## config.mk

```make
export PLATFORM = sky130hd
export DESIGN_NAME = mem_rw_arbiter
export DESIGN_NICKNAME = d
export VERILOG_FILES = /design/src/rtl/mem_rw_arbiter.sv
export SDC_FILE = /design/constraint.sdc
export NUM_CORES = 1
export LEC_CHECK = 0
export ABC_AREA = 1
export CAP_MARGIN = 30
export CORE_ASPECT_RATIO = 1.25
export CORE_MARGIN = 3
export CORE_UTILIZATION = 37
export DETAILED_ROUTE_END_ITERATION = 8
export PLACE_DENSITY = 0.87
export REMOVE_ABC_BUFFERS = 1
export SLEW_MARGIN = 20
export SYNTH_ARGS = -nofsm -noshare
export SYNTH_HDL_FRONTEND = slang
export SYNTH_SLANG_ARGS = --single-unit
```

## constraint.sdc

```tcl
create_clock -name clk_i -period 6.8 [get_ports clk_i]
set_clock_uncertainty 0.1 [all_clocks]
set_input_delay 1.36 -clock clk_i [delete_from_list [all_inputs] [get_ports clk_i]]
set_output_delay 1.36 -clock clk_i [all_outputs]
set_load 0.01 [all_outputs]
```

## src/rtl/mem_rw_arbiter.sv

```systemverilog
// mem_rw_arbiter: round-robin arbiter with stall hold and lock, multiplexing
// NREQ requesters onto one main-memory read/write port.
module mem_rw_arbiter #(
  parameter int NREQ = 3,
  parameter int AW = 8,
  parameter int DW = 16,
  localparam int GW = NREQ > 1 ? $clog2(NREQ) : 1
) (
  input  logic              clk_i,
  input  logic              rst_i,
  input  logic [NREQ-1:0]   req_val_i,
  input  logic [NREQ-1:0]   req_wen_i,
  input  logic [NREQ-1:0]   req_lock_i,
  input  logic [NREQ*AW-1:0] req_addr_i,
  input  logic [NREQ*DW-1:0] req_wdata_i,
  output logic [NREQ-1:0]   req_rdy_o,
  output logic [NREQ-1:0]   resp_val_o,
  output logic [DW-1:0]     resp_rdata_o,
  output logic              mem_val_o,
  output logic              mem_wen_o,
  output logic [AW-1:0]     mem_addr_o,
  output logic [DW-1:0]     mem_wdata_o,
  input  logic [DW-1:0]     mem_rdata_i,
  input  logic              mem_rdy_i,
  output logic [GW-1:0]     grant_o,
  output logic              locked_o
);
  typedef enum logic [1:0] {IDLE, STALL, LOCKED} state_t;
  state_t state;
  logic [GW-1:0] own, ptr, rr, grant;
  logic xfer, rd_xfer;
  // Scan downward so the lowest offset from ptr wins.
  always_comb begin
    rr = ptr;
    for (int k = NREQ - 1; k >= 0; k--)
      if (req_val_i[(int'(ptr) + k) % NREQ]) rr = GW'((int'(ptr) + k) % NREQ);
  end
  assign grant = (state == IDLE) ? rr : own;
  assign mem_val_o = !rst_i && req_val_i[grant];
  assign mem_wen_o = req_wen_i[grant];
  assign mem_addr_o = req_addr_i[int'(grant)*AW +: AW];
  assign mem_wdata_o = req_wdata_i[int'(grant)*DW +: DW];
  assign req_rdy_o = rst_i ? '0 : NREQ'(mem_rdy_i) << grant;
  assign xfer = mem_val_o && mem_rdy_i;
  assign rd_xfer = xfer && !mem_wen_o;
  assign grant_o = grant;
  assign locked_o = state == LOCKED;
  always_ff @(posedge clk_i or posedge rst_i)
    if (rst_i) begin
      state <= IDLE;
      own <= '0;
      ptr <= '0;
      resp_val_o <= '0;
      resp_rdata_o <= '0;
    end else begin
      resp_val_o <= rd_xfer ? NREQ'(1) << grant : '0;
      resp_rdata_o <= rd_xfer ? mem_rdata_i : '0;
      if (xfer) begin
        state <= req_lock_i[grant] ? LOCKED : IDLE;
        own <= grant;
        ptr <= (int'(grant) == NREQ - 1) ? '0 : grant + 1'b1;
      end else if (state == IDLE && mem_val_o) begin
        state <= STALL;
        own <= grant;
      end
    end
endmodule

```

==> results of run 1 <==
-- synth_stat cells --
| master | number |
|---|---|
| a22oi_4 | 1 |
| buf_12 | 1 |
| nand3_1 | 91 |
| nor2_4 | 11 |
| nor3_4 | 1 |
| or2_2 | 1 |
| nand4_1 | 2 |
| nor2_1 | 13 |
| o2111ai_1 | 2 |
| buf_2 | 1 |
| a21oi_4 | 1 |
| clkbuf_1 | 9 |
| inv_2 | 6 |
| buf_1 | 2 |
| o211ai_1 | 1 |
| a21oi_1 | 3 |
| dfrtp_1 | 25 |
| o21ai_0 | 1 |
| nor2_2 | 3 |
| nand2_4 | 2 |
| nor3_1 | 1 |
| nand2_1 | 74 |
| inv_1 | 32 |
| ha_1 | 3 |
| nand2_2 | 3 |
| buf_6 | 1 |
-- routing by layer --
| layer | up-vias | global-route usage [%] | wire length [µm] |
|---|---|---|---|
| met1 | 1095 | 27.5 | 2770 |
| met2 | 90 | 38.7 | 3800 |
| met4 | 0 | 2.39 | 65 |
| li1 | 1224 | - | - |
| met3 | 4 | 4.02 | 447 |
| met5 | - | 0 | 0 |
-- area by class of cell --
type	instances	area share, %
clock buffer	3	1.17
clock inverter	1	0.212
inverter	38	4.03
multi-input combinational	214	31.8
sequential	25	17.7
tap	62	2.19
timing repair buffer	152	42.9
-- registers in the layout, indices dropped and copies added (netlist names) --
name / cells
own: 2
ptr: 2
resp_rdata_o: 16
resp_val_o: 3
state: 2
-- per-stage QoR --
| step | cells | hold WS (ns) | total power, mW | setup slack [ns] | cell area, µm² |
|---|---|---|---|---|---|
| finish | 495 | 0.418 | 1.66 | 1.03 | 3540 |
| global route | 495 | 0.460 | 1.81 | 0.703 | 3540 |
| CTS | 495 | 0.427 | 1.68 | 1.01 | 3540 |
| detailed placement | 491 | 0.404 | 1.58 | 1.03 | 3490 |
| global placement | 491 | 0.398 | 1.56 | 1.18 | 3490 |
| floorplan | 277 | 0.356 | 0.950 | 1.93 | 1890 |
-- worst max-delay path, delay by kind of cell --
family	cells	cell delay, ns
AND/OR/NAND/NOR	8	1.21
buffers and inverters	5	1.58
AO/OA/AOI/OAI	1	0.14
-- final timing paths --
| path | startpoint | endpoint | cells after the start |
|---|---|---|---|
| max in group asynchronous | rst_i | resp_val_o[2] | 3 |
| max reg2reg | ptr[0] | resp_rdata_o[0] | 19 |
| min in group asynchronous | rst_i | resp_rdata_o[4] | 2 |
| min reg2reg | ptr[0] | ptr[0] | 2 |
| min | ptr[0] | ptr[0] | 2 |
| max | req_val_i[0] | req_rdy_o[1] | 14 |
-- kinds of logic (layout without fill, tap and decap cells) --
| kind of cell | count (synthesis) | after routing | synth area share [%] |
|---|---|---|---|
| AO/OA/AOI/OAI | 9 | 9 | 4.19 |
| flip-flops | 25 | 25 | 31.7 |
| AND/OR/NAND/NOR | 202 | 202 | 51.0 |
| buffers and inverters | 52 | 194 | 11.2 |
| adder cells (fa/ha/maj) | 3 | 3 | 1.90 |
-- power breakdown --
| group | internal (mW) | leakage (nW) | switching, mW | total (mW) |
|---|---|---|---|---|
| Sequential | 0.183 | 0.339 | 0.0187 | 0.201 |
| Combinational | 0.608 | 1.31 | 0.768 | 1.38 |
| Clock | 0.0414 | 0.0217 | 0.0460 | 0.0874 |
==> impl_results.md, run 1 <==
- Post-CTS Repair Setup Buffers: 0
- Max Cap Viol: 0
- Synth cell types: 26
- Initial detailed-routing violation count: 223
- Startpoint Class: input pin
- Syn Inst Count: 291
- Ports: 151
- Layout cell share with drive strength beyond 1: 8.08%
- DRT Wirelength: 7080 µm
- Ranking of synthesized cells by area: dfrtp_1 32%, nand3_1 23%, nand2_1 14%
- Outcome: completed
- PwrDens: 471 nW/µm²
- Fin nets: 537
- CP Data Arrival Time: 4.31 ns
- Yosys top cell by area: dfrtp_1
- Post-cts resize count: 0
- Initial core utilization: 38.5%
- Area share of the largest cell type after synthesis: 31.7%
- CTS Buffer Depth: 2
- Final antenna-violating net count: 0
- Leak: 1.67 nW
- Via count: 2413
- Gr usage total: 21.5%
- Fin. Hold Viols: 0
- Setup-failing EPs final: 0
- Skew-Pair Late Insertion Delay: 0.26 ns
- Largest net degree at the start of global routing: 34
- FF+latch count, synth: 25
- Worst R2R Setup Slack: 3.53 ns
- Die H: 87.6 µm
- Maximum vdd ir drop: 0.315 mV
- CTS sink count: 25
- Fillers: 423
- Setup TNS: 0 ns
- Seq/Total Area, Yosys: 31.7%
- Post-layout util: 69.1%
- Hold Buf Count CTS: 0
- CP endpoint kind: primary output
- # DRC: 0
- Global-route wire length before repair: 11000 µm
- Row count: 29
- Min-Delay Path Class: register to register
- Buffers on Ports: 150
- Leading cell type in the layout, fill and taps excluded: clkdlybuf4s50_1
- Unrepaired setup endpoints after global routing: no
- Worst-Margin Slew: 0.614 ns
- Via density: 4.87
- Slowest stage delay, CP: 0.59 ns
- Die Area: 6250 µm²
- Post-route minimum period: 5.77 ns
- ANT cells: 0
- Core region area: 5120 µm²
- Initial antenna violation count: 0
- TritonCTS clock tree: done
- H-tree depth: 1
- Die W: 71.3 µm
- Relative slew slack: 58.9%
- Slowest cell on the critical path: nor2_4
- Fmax: 0.173 GHz
- Cell breakdown of the critical path: clkdlybuf4s50_1 > inv_1 > nand2_1 > nand3_1 > nand2_1 > nand2_1 > nand2_1 > nand2_1 > a22oi_4 > inv_2 > nor2_4 > inv_1 > nor3_1 > clkdlybuf4s50_1
- Clock root cell: clkbuf_8
- Crit-path max FO: 33
- Multi-input logic area: 1130 µm²
- DP HPWL: 5560 µm
- Vias in the first global route: 2332
- Syn Std Cell Area: 1970 µm²
- Wire length per cell: 14.3 µm
- Period utilization: 84.9%
- Layout area overhead: 79.4%
- Placer Congestion: 0.843
- YS warnings: 0
- Clock transition at path regs: 0.09 ns
- Most numerous cell on the critical path: nand2_1
- Drt pass-1 iters: 4
- Final Slew Violations: 0
- GRT Residual Overflow: 0
- CP required: 5.34 ns
- CTS Buf Count: 3
- Most frequent cells in the layout: 150 x clkdlybuf4s50_1, 91 x nand3_1, 74 x nand2_1, 32 x inv_1, 25 x dfrtp_1
- Worst Setup Path Type: input pin to primary output
- FF/Latch Area: 626 µm²
- Syn_area_per_cell: 6.78 µm²
(Power assumes the default switching activity.)
==> inputs of run 2 (changes only) <==
--- a/config.mk
+++ b/config.mk
@@ -9,9 +9,9 @@
 export CAP_MARGIN = 30
 export CORE_ASPECT_RATIO = 1.25
 export CORE_MARGIN = 3
-export CORE_UTILIZATION = 37
+export CORE_UTILIZATION = 34
 export DETAILED_ROUTE_END_ITERATION = 8
-export PLACE_DENSITY = 0.87
+export PLACE_DENSITY = 0.81
 export REMOVE_ABC_BUFFERS = 1
 export SLEW_MARGIN = 20
 export SYNTH_ARGS = -nofsm -noshare
==> constraint.sdc (replaced) <==
create_clock -name clk_i -period 5.4 [get_ports clk_i]
set_clock_uncertainty 0.1 [all_clocks]
set_input_delay 1.08 -clock clk_i [delete_from_list [all_inputs] [get_ports clk_i]]
set_output_delay 1.08 -clock clk_i [all_outputs]
set_load 0.01 [all_outputs]
==> impl_results.md, run 2 (same netlist as run 1, synthesis figures left out) <==
- Outcome: completed
- CP Data Arrival Time: 3.65 ns (-0.66 ns)
- GRT Residual Overflow: 0 (unchanged)
- Wire length per cell: 14.5 µm (+1.3%)
- CTS sink count: 25 (unchanged)
- DP HPWL: 5750 µm (+3.4%)
- H-tree depth: 1 (unchanged)
- Cell Count, Final, Fillers Out: 500 (+1.0%)
- Met3 Track Usage GR: 4.87% (+0.85 points)
- Worst slack, placed: 0.541 ns (-0.494 ns)
- Final Slew Violations: 0 (unchanged)
- Fin. Hold Viols: 0 (unchanged)
- RR Startpoint: ptr[0]
- M2 GR Usage: 36.0% (-2.7 points)
- Post-CTS Repair Setup Buffers: 0 (unchanged)
- CP endpoint kind: primary output
- Hold Buf Count CTS: 0 (unchanged)
- Leak: 1.69 nW (+1.3%)
- Most numerous cell on the critical path: nand2_1
- Initial core utilization: 35.7% (-2.8 points)
- Family with the most delay on the worst path: buffers and inverters
- Post-layout util: 64.7% (-4.4 points)
- Vias in the first global route: 2403 (+3.0%)
- Relative slew slack: 67.8% (+8.9 points)
- Buffers on Ports: 150 (unchanged)
- DP Cell Count: 496 (+1.0%)
- Core region area: 5520 µm² (+7.9%)
- DRT Wirelength: 7250 µm (+2.3%)
- Met1 Use GR: 26.7% (-0.76 points)
- Slowest cell on the critical path: clkdlybuf4s50_1
- Register with the most flip-flops: resp_rdata_o
- Placer Congestion: 0.960 (+14%)
- Period utilization: 89.5%
- Via density: 4.92 (+0.89%)
- Drt pass-1 iters: 4 (unchanged)
- Cell breakdown of the critical path: clkdlybuf4s50_1 > inv_1 > a21oi_1 > o21ai_0 > nand2_1 > inv_1 > nand2_1 > nand2_1 > nand2_2 > nand2_4 > nor2_4 > buf_12 > nand2_1 > nand3_1 > clkdlybuf4s50_1
- Clock transition at path regs: 0.09 ns (about the same)
- Clock root cell: clkbuf_8
- Unrepaired setup endpoints after global routing: no
- ANT cells: 0 (unchanged)
- FF/Latch Area: 626 µm² (unchanged)
- Min-Delay Path Class: register to register
- Layer with the highest usage: met2
- Maximum vdd ir drop: 0.368 mV (+17%)
- Die H: 91.1 µm (+4.0%)
- CP required: 4.22 ns (-1.12 ns)
- WP depth: 15 (+1)
- Row count: 30 (+3.4%)
- Initial antenna violation count: 0 (unchanged)
- Leading cell type in the layout, fill and taps excluded: clkdlybuf4s50_1
- Total Power: 2.14 mW (+28%)
- Reg2reg end: resp_rdata_o[4]
- Largest regs: resp_rdata_o: 16 flops, resp_val_o: 3 flops
- Most frequent cells in the layout: 150 x clkdlybuf4s50_1, 91 x nand3_1, 74 x nand2_1, 32 x inv_1, 25 x dfrtp_1
- Worst-Margin Slew: 0.482 ns (-0.132 ns)
- Largest register FFs: 16 (unchanged)
- Slowest stage delay, CP: 0.54 ns (-0.05 ns)
- Worst Setup Path Type: input pin to primary output
- PwrDens: 599 nW/µm² (+27%)
- Gr usage total: 21.1% (-0.36 points)
- Ports: 151 (unchanged)
- # DRC: 0 (unchanged)
- Layout area overhead: 81.2%
- Worst R2R Setup Slack: 2.43 ns (-1.10 ns)
- Setup TNS: 0 ns (unchanged)
- Layout cell share with drive strength beyond 1: 8.72% (+0.63 points)
- CTS Buf Count: 3 (unchanged)
- Fmax: 0.207 GHz
- Post-route minimum period: 4.83 ns
- Setup-failing EPs final: 0 (unchanged)
- Max Cap Viol: 0 (unchanged)
- Largest net degree at the start of global routing: 31 (-8.8%)
- Die W: 74.1 µm (+4.0%)
- Reg2Reg Depth: 17 (-2)
- CP Capture Point: mem_wdata_o[13]
- Initial detailed-routing violation count: 110 (-51%)
- Multi-input logic area: 1130 µm² (unchanged)
- CP bufs+invs: 5 (unchanged)
- Crit-path max FO: 30 (-9.1%)
- Die Area: 6760 µm² (+8.1%)
- Skew-Pair Late Insertion Delay: 0.26 ns (about the same)
- Fillers: 509 (+20%)
- CTS Buffer Depth: 2 (unchanged)
- Fin nets: 540 (+0.56%)
- Post-cts resize count: 0 (unchanged)
- Critical path startpoint: req_val_i[1]
- Global-route wire length before repair: 11400 µm (+4.0%)
- TritonCTS clock tree: done
- Final antenna-violating net count: 0 (unchanged)
- Final WS setup: 0.567 ns (-0.460 ns)
- Startpoint Class: input pin
- Via count: 2459 (+1.9%)
## run 2: worst min-delay path, cell delays in order (launching register included)
cell and delay [ns]:
dfrtp_1 0.38, nand2_1 0.06, nand2_1 0.06
## run 2: cell type report
type	instances	share of cell area [%]
timing repair buffer	155	43.4
clock inverter	1	0.140
tap	64	2.24
inverter	38	3.99
sequential	25	17.5
clock buffer	3	1.16
multi-input combinational	214	31.5
## run 2: where the power goes
| group | total (mW) | switching (mW) | internal, mW |
|---|---|---|---|
| Sequential | 0.254 | 0.0243 | 0.230 |
| Clock | 0.109 | 0.0572 | 0.0515 |
| Combinational | 1.78 | 0.968 | 0.807 |
## run 2: stage by stage
step           instance area (µm²)  hold slack, ns
3_3_place_gp                  3530           0.391
2_1_floorplan                 1890           0.356
4_1_cts                       3570           0.432
6_report                      3570           0.422
3_5_place_dp                  3530           0.411
5_1_grt                       3570           0.471
## run 2: per-layer routing
metal	routed length, µm	share of wire (%)	up-vias
li1	-	-	1232
met1	2770	38	1132
met2	3830	53	87
met3	550	7.6	8
met4	100	1.4	0
met5	0	0	-
## run 2: how the worst min path moves through the flow
stage | start | endpoint | slack, ns | cells past startpoint
6_report | own[0] | own[0] | 0.42 | 2
5_1_grt | own[0] | own[0] | 0.47 | 2
3_3_place_gp | own[0] | own[0] | 0.39 | 2
3_5_place_dp | own[0] | own[0] | 0.41 | 2
4_1_cts | own[0] | own[0] | 0.43 | 2
2_1_floorplan | own[0] | own[0] | 0.36 | 2
==> inputs of run 3 (changes only) <==
==> constraint.sdc (replaced) <==
create_clock -name clk_i -period 5.4 [get_ports clk_i]
set_clock_uncertainty 0.1 [all_clocks]
set_input_delay 0.81 -clock clk_i [delete_from_list [all_inputs] [get_ports clk_i]]
set_output_delay 0.81 -clock clk_i [all_outputs]
set_load 0.01 [all_outputs]
==> impl_results.md, run 3 (same netlist as run 1, synthesis figures left out) <==
- Leak: 1.67 nW (-0.95%)
- Placer Congestion: 0.986 (+2.7%)
- Final antenna-violating net count: 0 (unchanged)
- Clock transition at path regs: 0.08 ns (about the same)
- Initial antenna violation count: 0 (unchanged)
- Layer with the highest usage: met2
- Post-CTS Repair Setup Buffers: 0 (unchanged)
- CTS Buffer Depth: 2 (unchanged)
- Slowest stage delay, CP: 0.57 ns (+0.03 ns)
- Worst Setup Path Type: input pin to primary output
- CP endpoint kind: primary output
- CP Data Arrival Time: 3.68 ns (+0.03 ns)
- Met3 Track Usage GR: 6.53% (+1.7 points)
- Fillers: 484 (-4.9%)
- Largest net degree at the start of global routing: 33 (+6.5%)
- Layout area overhead: 79.7%
- Slowest cell on the critical path: nor2_4
- Met1 Use GR: 25.5% (-1.2 points)
- Maximum vdd ir drop: 0.336 mV (-8.9%)
- Final Slew Violations: 0 (unchanged)
- WP depth: 16 (+1)
- Clock root cell: clkbuf_8
- Worst R2R Setup Slack: 2.14 ns (-0.29 ns)
- Wire length per cell: 14.4 µm (-0.47%)
- Gr usage total: 20.9% (-0.26 points)
- Fmax: 0.218 GHz (+5.4%)
- Worst Hold End: ptr[0]
- Crit-path max FO: 30 (unchanged)
- Setup TNS: 0 ns (unchanged)
- CP bufs+invs: 4 (-1)
- Die W: 74.1 µm (unchanged)
- Setup-failing EPs final: 0 (unchanged)
- Drt pass-1 iters: 4 (unchanged)
- Family with the most delay on the worst path: simple AND/OR/NAND/NOR gates
- Worst-Margin Slew: 0.637 ns (+0.155 ns)
- Vias in the first global route: 2432 (+1.2%)
- Hold Path Origin: ptr[0]
- Die Area: 6760 µm² (unchanged)
- Global-route wire length before repair: 11300 µm (-0.72%)
- Relative slew slack: 57.4% (-10 points)
- Largest register FFs: 16 (unchanged)
- Buffers on Ports: 150 (unchanged)
- Most numerous cell on the critical path: nand2_1
- CTS Buf Count: 3 (unchanged)
- DP Cell Count: 494 (-0.40%)
- Post-layout util: 64.2% (-0.52 points)
- GRT Residual Overflow: 0 (unchanged)
- Post-route minimum period: 4.59 ns (-0.247 ns)
- Multi-input logic area: 1130 µm² (unchanged)
- Initial detailed-routing violation count: 151 (+37%)
- Most frequent cells in the layout: 150 x clkdlybuf4s50_1, 91 x nand3_1, 74 x nand2_1, 32 x inv_1, 25 x dfrtp_1
- Cell Count, Final, Fillers Out: 498 (-0.40%)
- FF/Latch Area: 626 µm² (unchanged)
- Reg2Reg Depth: 19 (+2)
- Row count: 30 (unchanged)
- H-tree depth: 1 (unchanged)
- Min-Delay Path Class: register to register
- Via count: 2473 (+0.57%)
- Core region area: 5520 µm² (unchanged)
- CTS sink count: 25 (unchanged)
- RR Startpoint: ptr[0]
- Outcome: completed
- DRT Wirelength: 7180 µm (-0.87%)
- DP HPWL: 5730 µm (-0.46%)
- Unrepaired setup endpoints after global routing: no
- Reg2reg end: resp_rdata_o[4]
- Die H: 91.1 µm (unchanged)
- Via density: 4.97 (+0.97%)
- Fin. Hold Viols: 0 (unchanged)
- Startpoint Class: input pin
- PwrDens: 593 nW/µm² (-0.93%)
- Largest regs: resp_rdata_o: 16 flops, resp_val_o: 3 flops
- Ports: 151 (unchanged)
- Period utilization: 84.9% (-4.6 points)
- WHS Path Cells: 2 (unchanged)
- CP required: 4.49 ns (+0.27 ns)
- Skew-Pair Late Insertion Delay: 0.26 ns (about the same)
- Fin nets: 538 (-0.37%)
- Layout cell share with drive strength beyond 1: 8.06% (-0.65 points)
- Leading cell type in the layout, fill and taps excluded: clkdlybuf4s50_1
- Initial core utilization: 35.7% (unchanged)
- TritonCTS clock tree: done
- Register with the most flip-flops: resp_rdata_o
- ANT cells: 0 (unchanged)
- # DRC: 0 (unchanged)
- M2 GR Usage: 34.8% (-1.3 points)
- Hold Buf Count CTS: 0 (unchanged)
- Cell breakdown of the critical path: clkdlybuf4s50_1 > inv_1 > nand2_1 > nand3_1 > nand3_1 > nand2_1 > nand2_1 > nand2_1 > nand2_1 > nand2_1 > nand2_2 > nand2_4 > nor2_4 > inv_1 > nor3_1 > clkdlybuf4s50_1
- Post-cts resize count: 0 (unchanged)
- Max Cap Viol: 0 (unchanged)
==> run 3: changes by cell type in the layout (fill, tap and decap cells not counted), sizes merged <==
cell / before / now
buf: 5 / 3
clkbuf: 3 / 4
clkinv: 1 / 0
==> run 3: final cells by class <==
type	instances	share of cell area, %
tap	64	2.26
clock buffer	4	1.27
timing repair buffer	153	43.0
multi-input combinational	214	31.8
inverter	38	4.03
sequential	25	17.7
==> run 3: metal layers <==
layer / wire, µm / vias up / share of wire (%)
met1: 2620 / 1122 / 37
met3: 731 / 14 / 10
met2: 3670 / 112 / 51
met5: 0 / - / 0
li1: - / 1225 / -
met4: 151 / 0 / 2.1
==> run 3: how the worst max path moves through the flow <==
stage,slack (ns),end,start
2_1_floorplan,1.63,req_rdy_o[1],req_val_i[1]
3_3_place_gp,0.89,req_rdy_o[1],req_val_i[0]
3_5_place_dp,0.83,mem_wen_o,req_val_i[0]
4_1_cts,0.82,mem_wen_o,req_val_i[0]
5_1_grt,0.53,req_rdy_o[1],req_val_i[0]
6_report,0.81,req_rdy_o[1],req_val_i[0]
==> run 3: power by group <==
group          switching [mW]  internal [mW]  total (mW)
clock network          0.0526         0.0525       0.105
registers              0.0221          0.230       0.252
logic                   0.973          0.771        1.74
total                    1.05           1.05        2.10
==> run 3: stage by stage <==
step / setup WS, ns / instance area, µm² / hold slack (ns) / power [mW]
CTS: 0.817 / 3540 / 0.412 / 2.12
finish: 0.815 / 3540 / 0.421 / 2.10
global placement: 0.888 / 3500 / 0.388 / 1.98
floorplan: 1.63 / 1890 / 0.356 / 1.20
detailed placement: 0.828 / 3500 / 0.391 / 2.01
global route: 0.527 / 3540 / 0.463 / 2.28
==> run 3: tightest hold or removal path, cell delays in order, from the launching register on <==
cell and delay [ns]:
dfrtp_1 0.37, nand2_1 0.06, nand2_1 0.05
